==> config.mk <==
export PLATFORM = sky130hd
export DESIGN_NAME = implication_monitor
export DESIGN_NICKNAME = d
export VERILOG_FILES = /design/src/rtl/implication_monitor.sv
export SDC_FILE = /design/constraint.sdc
export NUM_CORES = 1
export LEC_CHECK = 0
export CORE_MARGIN = 2
export CORE_UTILIZATION = 40
export CTS_CLUSTER_DIAMETER = 80
export DETAILED_ROUTE_END_ITERATION = 8
export PLACE_DENSITY = 0.76
export SLEW_MARGIN = 10
export SYNTH_ARGS = -nofsm -noshare
export SYNTH_HDL_FRONTEND = slang
export SYNTH_SLANG_ARGS = --single-unit
==> constraint.sdc <==
create_clock -name clk -period 2.68 [get_ports clk]
set_input_delay 0.536 -clock clk [delete_from_list [all_inputs] [get_ports clk]]
set_output_delay 0.536 -clock clk [all_outputs]
set_load 0.005 [all_outputs]
==> src/rtl/implication_monitor.sv <==
`timescale 1ns/1ps
// ---------------------------------------------------------------------------
// implication_monitor
//
// Multi-channel runtime checker for  ant |-> ##[MIN_DELAY:MAX_DELAY] cons.
// Every channel keeps a one-hot-per-age scoreboard of open obligations
// (ages 1..MAX_DELAY); age 0 is the live antecedent of the current cycle.
// A consequent discharges every open obligation whose age lies inside the
// window; an obligation that reaches MAX_DELAY undischarged fails.
//
// Optional feature macro: IMPLICATION_MONITOR_SVA_EN
//   When defined, per-channel concurrent assertions/covers of the property
//   are compiled next to the scoreboard so formal can cross-check the two.
// ---------------------------------------------------------------------------
module implication_monitor #(
   parameter int CHANNELS  = 1,
   parameter int MIN_DELAY = 0,
   parameter int MAX_DELAY = 1,
   parameter int CNT_W     = 16
) (
   input  logic                clk,
   input  logic                rst,
   input  logic                disable_i,
   input  logic [CHANNELS-1:0] ant_i,
   input  logic [CHANNELS-1:0] cons_i,
   output logic [CHANNELS-1:0] pass_o,
   output logic [CHANNELS-1:0] fail_o,
   output logic [CHANNELS-1:0] fail_sticky_o,
   output logic [CNT_W-1:0]    pass_cnt_o,
   output logic [CNT_W-1:0]    fail_cnt_o
);

   // ------------------------------------------------------------------
   // Parameter legality; any violation stops elaboration.
   // ------------------------------------------------------------------
   if (CHANNELS < 1 || CHANNELS > 32) begin : g_bad_channels
      $error("implication_monitor: CHANNELS must be in 1..32");
   end
   if (MIN_DELAY < 0 || MIN_DELAY > MAX_DELAY) begin : g_bad_min
      $error("implication_monitor: MIN_DELAY must be in 0..MAX_DELAY");
   end
   if (MAX_DELAY > 31) begin : g_bad_max
      $error("implication_monitor: MAX_DELAY must not exceed 31");
   end
   if (CNT_W < 1) begin : g_bad_cnt
      $error("implication_monitor: CNT_W must be at least 1");
   end

   // Number of age slots per channel, including the live age-0 term.
   localparam int AGES = MAX_DELAY + 1;

   // Ages at or above MIN_DELAY may be discharged by a consequent.
   localparam logic [MAX_DELAY:0] WIN_MASK = {AGES{1'b1}} << MIN_DELAY;

   // Counter increments are computed in a wider sum so saturation can be
   // detected before truncation. At most 32*32 = 1024 discharges per cycle,
   // so 12 spare bits always cover the worst-case increment.
   localparam int SUM_W = CNT_W + 12;
   localparam logic [SUM_W-1:0] CNT_MAX = {{12{1'b0}}, {CNT_W{1'b1}}};

   // An asserted disable_i kills the whole cycle: no new obligation, no
   // discharge, no expiry.
   logic live;
   assign live = ~disable_i;

   // Flattened per-age discharge terms of all channels, for the pass counter.
   logic [CHANNELS*AGES-1:0] dis_all;
   logic [CHANNELS-1:0]      pass_t;
   logic [CHANNELS-1:0]      fail_t;

   // ------------------------------------------------------------------
   // Per-channel scoreboard
   // ------------------------------------------------------------------
   for (genvar gi = 0; gi < CHANNELS; gi++) begin : g_chan
      logic             a0;
      logic [MAX_DELAY:0] age;    // age[k] = obligation of age k is open
      logic [MAX_DELAY:0] dis_v;  // age[k] discharged this cycle

      assign a0 = ant_i[gi] & live;

      if (MAX_DELAY > 0) begin : g_pend
         // pend_reg[k-1] holds the obligation of age k (k = 1..MAX_DELAY).
         logic [MAX_DELAY-1:0] pend_reg;

         assign age = {pend_reg, a0};

         // Age every undischarged obligation by one; reset and disable drop all.
         always_ff @(posedge clk) begin
            if (rst || disable_i) begin
               pend_reg <= '0;
            end else begin
               pend_reg <= age[MAX_DELAY-1:0] & ~dis_v[MAX_DELAY-1:0];
            end
         end
      end else begin : g_no_pend
         // Overlapping case: the verdict is decided in the antecedent cycle.
         assign age = a0;
      end

      assign dis_v       = age & WIN_MASK & {AGES{cons_i[gi] & live}};
      assign fail_t[gi]  = age[MAX_DELAY] & ~dis_v[MAX_DELAY] & live;
      assign pass_t[gi]  = |dis_v;
      assign dis_all[gi*AGES +: AGES] = dis_v;
   end

   // ------------------------------------------------------------------
   // Population counts feeding the saturating counters
   // ------------------------------------------------------------------
   logic [SUM_W-1:0] pass_inc;
   logic [SUM_W-1:0] fail_inc;
   logic [SUM_W-1:0] pass_sum;
   logic [SUM_W-1:0] fail_sum;
   logic [CNT_W-1:0] pass_cnt_next;
   logic [CNT_W-1:0] fail_cnt_next;

   // Count every discharged obligation and every expired obligation.
   always_comb begin
      pass_inc = '0;
      fail_inc = '0;
      for (int i = 0; i < CHANNELS*AGES; i++) begin
         pass_inc = pass_inc + SUM_W'(dis_all[i]);
      end
      for (int i = 0; i < CHANNELS; i++) begin
         fail_inc = fail_inc + SUM_W'(fail_t[i]);
      end
   end

   // Saturating add: clamp to all-ones instead of wrapping.
   always_comb begin
      pass_sum = {12'b0, pass_cnt_o} + pass_inc;
      fail_sum = {12'b0, fail_cnt_o} + fail_inc;
      pass_cnt_next = (pass_sum > CNT_MAX) ? {CNT_W{1'b1}} : pass_sum[CNT_W-1:0];
      fail_cnt_next = (fail_sum > CNT_MAX) ? {CNT_W{1'b1}} : fail_sum[CNT_W-1:0];
   end

   // ------------------------------------------------------------------
   // Registered verdicts, sticky flags and counters
   // ------------------------------------------------------------------
   // Verdict pulses follow the evaluation cycle by one clock; a disabled
   // cycle has all terms forced low, so counters and sticky bits hold.
   always_ff @(posedge clk) begin
      if (rst) begin
         pass_o        <= '0;
         fail_o        <= '0;
         fail_sticky_o <= '0;
         pass_cnt_o    <= '0;
         fail_cnt_o    <= '0;
      end else begin
         pass_o        <= pass_t;
         fail_o        <= fail_t;
         fail_sticky_o <= fail_sticky_o | fail_t;
         pass_cnt_o    <= pass_cnt_next;
         fail_cnt_o    <= fail_cnt_next;
      end
   end

`ifdef IMPLICATION_MONITOR_SVA_EN
   // ------------------------------------------------------------------
   // Concurrent properties mirroring the scoreboard, for formal cross-check.
   // ------------------------------------------------------------------
   
   

   for (genvar gi = 0; gi < CHANNELS; gi++) begin : g_sva
      // The property itself, as the tool's SVA engine evaluates it.
      
      

      // cons_seen[k]: a consequent arrived k cycles after the antecedent
      // that would be expiring now (only window ages matter).
      logic [MAX_DELAY:0] cons_seen;
      for (genvar gk = 0; gk <= MAX_DELAY; gk++) begin : g_seen
         if (gk >= MIN_DELAY) begin : g_in
            assign cons_seen[gk] = $past(cons_i[gi], MAX_DELAY + 1 - gk);
         end else begin : g_out
            assign cons_seen[gk] = 1'b0;
         end
      end

      // A fail pulse must trace back to an antecedent whose window stayed empty.
      
   end
`endif

endmodule
==> qor.csv, run 1 <==
metric,value,unit
"Cell Area, Synth",1680,sq um
simple logic cell fraction of the synthesized area,25.3,%
# hold bufs at CTS,0,
register area,721,sq um
TritonRoute pass-1 iters,4,
critical path's largest stage delay,490,ps
Cells after Synth,181,
post-synthesis mux area share,1.19,%
syn avg cell area,9.26,sq um
part of the power in registers,59.0,%
share of the synthesized area in the top cell type,43.0,%
GRT Util Overall,17.3,%
combinational share of power,3.5,%
Crit path max-delay family,simple AND/OR/NAND/NOR gates,
crit-path max FO,6,
Syn Nets,190,
P_leak,0.823,nW
Final ANT Viol Nets,0,
f_max,403,MHz
Clock power frac,37.5,%
PostCTS Resize Cnt,0,
XOR/XNOR share of the synthesized area,10.5,%
Place WS,-88.6,ps
leading area contributor after synthesis,dfxtp_1,
largest family of logic cells by synthesized area,simple AND/OR/NAND/NOR gates,
Syn. warnings,0,
vias in the first global route,1306,
Placer Congestion,0.797,
critical path class,in -> reg,
initial core utilization,41.6,%
CP max-delay cell,clkdlybuf4s50_1,
compound-gate portion of the synthesized area,12.4,%
setup ws final,198,ps
Die X-Extent,68.7,microns
CTS tree,yes,
VDD IR max,219,uV
initial antenna violation count,0,
Final Setup Violations,0,
Longest Clk Path Bufs,2,
mean routed wirelength per cell,13.1,microns
DIE AREA,4720,sq um
Avg Vias per Cell,5.22,
"commonest non-fill, non-tap cell in the layout",clkdlybuf4s50_1,
max_slew headroom,72.1,%
Final Slew Violations,0,
Pwr Total,914,uW
R2R Setup Slk,760,ps
share of cells above drive strength 1,14.6,%
"commonest cells after routing, fill and taps aside","39 x clkdlybuf4s50_1, 36 x dfxtp_1, 27 x a21oi_1, 20 x xnor2_1, 15 x nor2_1",
CP startpoint kind,input port,
DIE HEIGHT,68.7,microns
clk slew on worst S/H paths,60,ps
area growth from synthesis to layout,36.7,%
nets,244,
CP Buf/Inv Count,3,
IO Pins,40,
CTS root buf,clkbuf_8,
Sw Pwr,193,uW
Least-Margin Pin Slew,417,ps
drt drc,0,
dpl hpwl,2710,microns
Num Clock Sinks,36,
worst min-delay path class,reg -> reg,
Synth area leaders,"dfxtp_1 43%, xnor2_1 10%, a21oi_1 8.1%",
CP Cell Sequence,clkdlybuf4s50_1 -> inv_1 -> nor3b_1 -> buf_4 -> fa_1 -> ha_1 -> nand3_2 -> nor4_1 -> mux2i_1 -> nor2_1,
Seq cells post-synth,36,
Vias,1478,
Cell Pwr Density,399,nW/um^2
register area share after synthesis,43.0,%
number of buffers created by CTS,5,
outcome,"complete, no violations",
clock skew,3.46,ps
multi-input logic area,885,sq um
Iter 0 DRT Violations,59,
Worst EP required,2840,ps
arrival time worst endpoint,2640,ps
number of max-cap violations,0,
Final period util,92.6,%
"Min Clock Period, post-route",2480,ps
Adder-Cell Fraction of Synth Area,3.44,%
switching share of power,21.1,%
post-CTS setup buffers,0,
gr ovfl total,0,
Skew-Pair Late Insertion Delay,280,ps
Post-Route WL,3700,microns
Crit. End Element,flop,
final hold violations,0,
unrepaired setup endpoints after global routing,false,
H-tree Lvls,2,
port bufs,39,
# rows,23,
Netlist cell types,35,
# fillers,387,
pin count of the biggest net entering global routing,17,
ANT cells,0,
Internal,721,uW
first-pass GRT wire length,6090,microns
Top Registers,"fail_cnt_o: 16 flops, pass_cnt_o: 16 flops",
core footprint,4030,sq um
## path summary, 6_finish.rpt
kind                                           startpoint        endpoint  depth (start not counted)
worst min register to register              fail_sticky_o   fail_sticky_o                          1
worst min-delay path                        fail_sticky_o   fail_sticky_o                          1
worst max register to register  g_chan[0].g_pend.pend_reg  pass_cnt_o[12]                          8
worst max-delay path                               cons_i  pass_cnt_o[12]                         10
## final cells by class
cell class                 count  area share (%)
timing repair buffer          53            22.2
tap                           50            2.73
sequential                    36            31.5
clock buffer                   5            3.01
multi-input combinational    127            38.6
inverter                      12            1.97
## metrics by stage
stage,TNS (ps),area [sq um],hold slack [ps],cells,util (%)
global route,0,2290,488,283,56.8
CTS,0,2290,466,283,56.8
global placement,0,2220,437,278,55.1
floorplan,0,1680,451,181,-
detailed placement,-88.6,2220,450,278,55.1
finish,0,2290,457,283,56.8
## layer usage
layer  up-vias  routed length, microns  global-route usage (%)
met3         7                     242                    5.36
met2        48                    1780                    29.6
met5         -                       0                       0
met1       688                    1630                    20.6
li1        735                       -                       -
met4         0                      48                    5.88
## kinds of logic (layout without fill, tap and decap cells)
group | count (synthesis) | after routing
AND/OR/NAND/NOR | 66 | 66
flip-flops | 36 | 36
XOR/XNOR | 20 | 20
multiplexers | 2 | 2
adder cells (fa/ha/maj) | 4 | 4
buffers and inverters | 18 | 70
AO/OA/AOI/OAI | 35 | 35
## power groups by stage
stage / Sequential (mW) / Clock (mW) / Combinational [mW]
after floorplan: 0.552 / 0 / 0.0135
after global placement: 0.552 / 0 / 0.0317
after detailed placement: 0.552 / 0 / 0.0325
after CTS: 0.539 / 0.360 / 0.0326
after global routing: 0.540 / 0.380 / 0.0357
final: 0.540 / 0.343 / 0.0320
## synth_stat cells (all sizes together)
master and number:
inv 12, nor3b 1, dfxtp 36, a21o 1, o211a 1, nor4 5, nor4b 1, ha 3
nand3b 2, nor2b 2, mux2i 2, and4b 1, a211oi 2, xnor2 20, a31oi 2, a31o 2
a21oi 27, fa 1, nand4 5, nand2 11, nand3 10, nand2b 1, and3 2, clkbuf 3
buf 3, nor2 16, nor3 9
Power figures use the tool's default switching activity.
==> run 2, diff against run 1 <==
Settings changed: CELL_PAD_IN_SITES_DETAIL_PLACEMENT set to 0, CELL_PAD_IN_SITES_GLOBAL_PLACEMENT set to 1, CORE_UTILIZATION 40 to 37, PLACE_DENSITY 0.76 to 0.88.
==> run 2 against run 1 <==
- sequential share of layout area hardly changed
- global-route usage is 1.4 points lower
- combinational power hardly changed
- critical endpoint unchanged
- register-to-register slack better by 100 ps
- cell area is 0.11% lower
==> qor.csv, run 2 (same netlist as run 1, synthesis figures left out) <==
metric,value,unit,change
Place WS,-51.9,ps,+36.7 ps
initial antenna violation count,0,,unchanged
CTS tree,yes,,
Finished Layout Cells,285,,+0.71%
Vias,1416,,-4.2%
Placer Congestion,0.781,,-2.0%
# fillers,412,,+6.5%
final hold violations,0,,unchanged
CP startpoint kind,input port,,
CP most frequent cell,nor2_1,,
max_slew headroom,65.5,%,-6.6 points
Final Setup Violations,0,,unchanged
Longest Clk Path Bufs,2,,unchanged
cell count after placement,277,,-0.36%
WHS Endpoint,fail_sticky_o,,
vias in the first global route,1395,,+6.8%
unrepaired setup endpoints after global routing,false,,
Final ANT Viol Nets,0,,unchanged
"Min Clock Period, post-route",2320,ps,-157 ps
Least-Margin Pin Slew,516,ps,+98.5 ps
DIE AREA,5080,sq um,+7.6%
first-pass GRT wire length,6430,microns,+5.5%
DIE HEIGHT,71.3,microns,+3.7%
worst min-delay path class,reg -> reg,,
critical path's largest stage delay,450,ps,-40 ps
Final TNS setup,0,ps,unchanged
"commonest cells after routing, fill and taps aside","39 x clkdlybuf4s50_1, 36 x dfxtp_1, 27 x a21oi_1, 20 x xnor2_1, 15 x nor2_1",,
P_leak,0.812,nW,-1.3%
Post-Route WL,3660,microns,-0.95%
Crit. End Element,flop,,
Final Slew Violations,0,,unchanged
number of max-cap violations,0,,unchanged
hold path start,fail_sticky_o,,
H-tree Lvls,2,,unchanged
Final Core Density,52.5,%,-4.3 points
nets,241,,-1.2%
R2R Setup Slk,860,ps,+100 ps
"commonest non-fill, non-tap cell in the layout",clkdlybuf4s50_1,,
crit-path max FO,5,,-1
CP max-delay cell,clkdlybuf4s50_1,,
clock skew,8.66,ps,+5.20 ps
GRT Util Overall,15.9,%,-1.4 points
gr ovfl total,0,,unchanged
mean routed wirelength per cell,12.9,microns,-1.6%
Cell Pwr Density,425,nW/um^2,+6.4%
pin count of the biggest net entering global routing,18,,+1
Num Clock Sinks,36,,unchanged
Die X-Extent,71.3,microns,+3.7%
Reg-to-Reg Start,g_chan[0].g_pend.pend_reg,,
number of buffers created by CTS,5,,unchanged
r2r endpoint,pass_cnt_o[12],,
area growth from synthesis to layout,36.5,%,
Skew-Pair Late Insertion Delay,290,ps,about the same
share of cells above drive strength 1,14.6,%,unchanged
CP Cell Sequence,clkdlybuf4s50_1 -> nand2b_1 -> nor2_1 -> fa_1 -> ha_1 -> nand3_2 -> nor4_1 -> mux2i_1 -> nor2_1,,
drt drc,0,,unchanged
f_max,430,MHz,+6.8%
TritonRoute pass-1 iters,4,,unchanged
IO Pins,40,,unchanged
Final period util,86.8,%,-5.9 points
CTS root buf,clkbuf_8,,
arrival time worst endpoint,2510,ps,-130 ps
critical path class,in -> reg,,
Avg Vias per Cell,4.97,,-4.9%
VDD IR max,312,uV,+43%
Top Registers,"fail_cnt_o: 16 flops, pass_cnt_o: 16 flops",,
dpl hpwl,2650,microns,-2.3%
core footprint,4350,sq um,+8.1%
ANT cells,0,,unchanged
Iter 0 DRT Violations,79,,+34%
setup ws final,355,ps,+157 ps
port bufs,39,,unchanged
hold path cells,1,,unchanged
Worst EP required,2870,ps,+30 ps
post-CTS setup buffers,0,,unchanged
initial core utilization,38.5,%,-3.1 points
outcome,"complete, no violations",,
clk slew on worst S/H paths,70,ps,about the same
# rows,24,,+4.3%
cells on worst reg2reg path,8,,unchanged
==> run 2: report_power, final <==
| group | total, mW | leakage [nW] | switching, mW | internal (mW) |
|---|---|---|---|---|
| combinational | 0.0317 | 0.477 | 0.0161 | 0.0157 |
| clock | 0.401 | 0.0445 | 0.192 | 0.209 |
| sequential | 0.539 | 0.290 | 0.00172 | 0.537 |
==> run 2: worst max path at each step <==
stage               depth (start not counted)              to      start
detailed placement                          9  pass_cnt_o[12]     cons_i
global route                                9  pass_cnt_o[12]  disable_i
finish                                      9  pass_cnt_o[12]  disable_i
global placement                            9  pass_cnt_o[12]     cons_i
floorplan                                   8  pass_cnt_o[12]     cons_i
CTS                                         9  pass_cnt_o[12]     cons_i
==> run 2: what timing repair did <==
| action | CTS | global route |
|---|---|---|
| endpoints found under the setup margin | 0 | 1 |
| hold buffers | 0 | 0 |
| resized for setup | 0 | 1 |
==> run 2: area by class of cell <==
type                       instances  area [sq um]  area share (%)
sequential                        36           721            31.5
clock buffer                       7          86.3            3.77
inverter                          12          45.0            1.97
timing repair buffer              50           473            20.7
clock inverter                     1          7.51           0.328
multi-input combinational        127           890            38.9
tap                               52          65.1            2.84
==> run 2: routing by layer <==
| metal | global-route usage [%] | part of all wire, % | up-vias |
|---|---|---|---|
| met3 | 4.08 | 5.5 | 5 |
| met2 | 25.2 | 46 | 35 |
| li1 | - | - | 727 |
| met5 | 0 | 0 | - |
| met1 | 20.1 | 47 | 649 |
| met4 | 7.97 | 1.7 | 0 |
==> run 2: critical path, delay by kind of cell <==
family	cells	cell delay, ps
multiplexers	1	220
buffers and inverters	1	450
adder cells (fa/ha/maj)	2	420
AND/OR/NAND/NOR	5	890
==> run 2: stage by stage <==
| step | cell area, sq um | power (mW) | hold WS, ps |
|---|---|---|---|
| detailed placement | 2190 | 0.583 | 440 |
| global placement | 2190 | 0.583 | 432 |
| CTS | 2280 | 0.985 | 469 |
| floorplan | 1680 | 0.565 | 451 |
| finish | 2290 | 0.972 | 467 |
| global route | 2290 | 1.02 | 515 |
==> run 3, diff against run 2 <==
==> constraint.sdc (replaced) <==
create_clock -name clk -period 2.68 [get_ports clk]
set_input_delay 0.536 -clock clk [delete_from_list [all_inputs] [get_ports clk]]
set_output_delay 0.536 -clock clk [all_outputs]
set_load 0.05 [all_outputs]
==> results of run 3 <==
The final DEF is identical to that of run 2. Status: complete, no violations.
Among the figures that moved: total power 0.972 mW -> 0.980 mW; worst IR drop on VDD 312 uV -> 314 uV
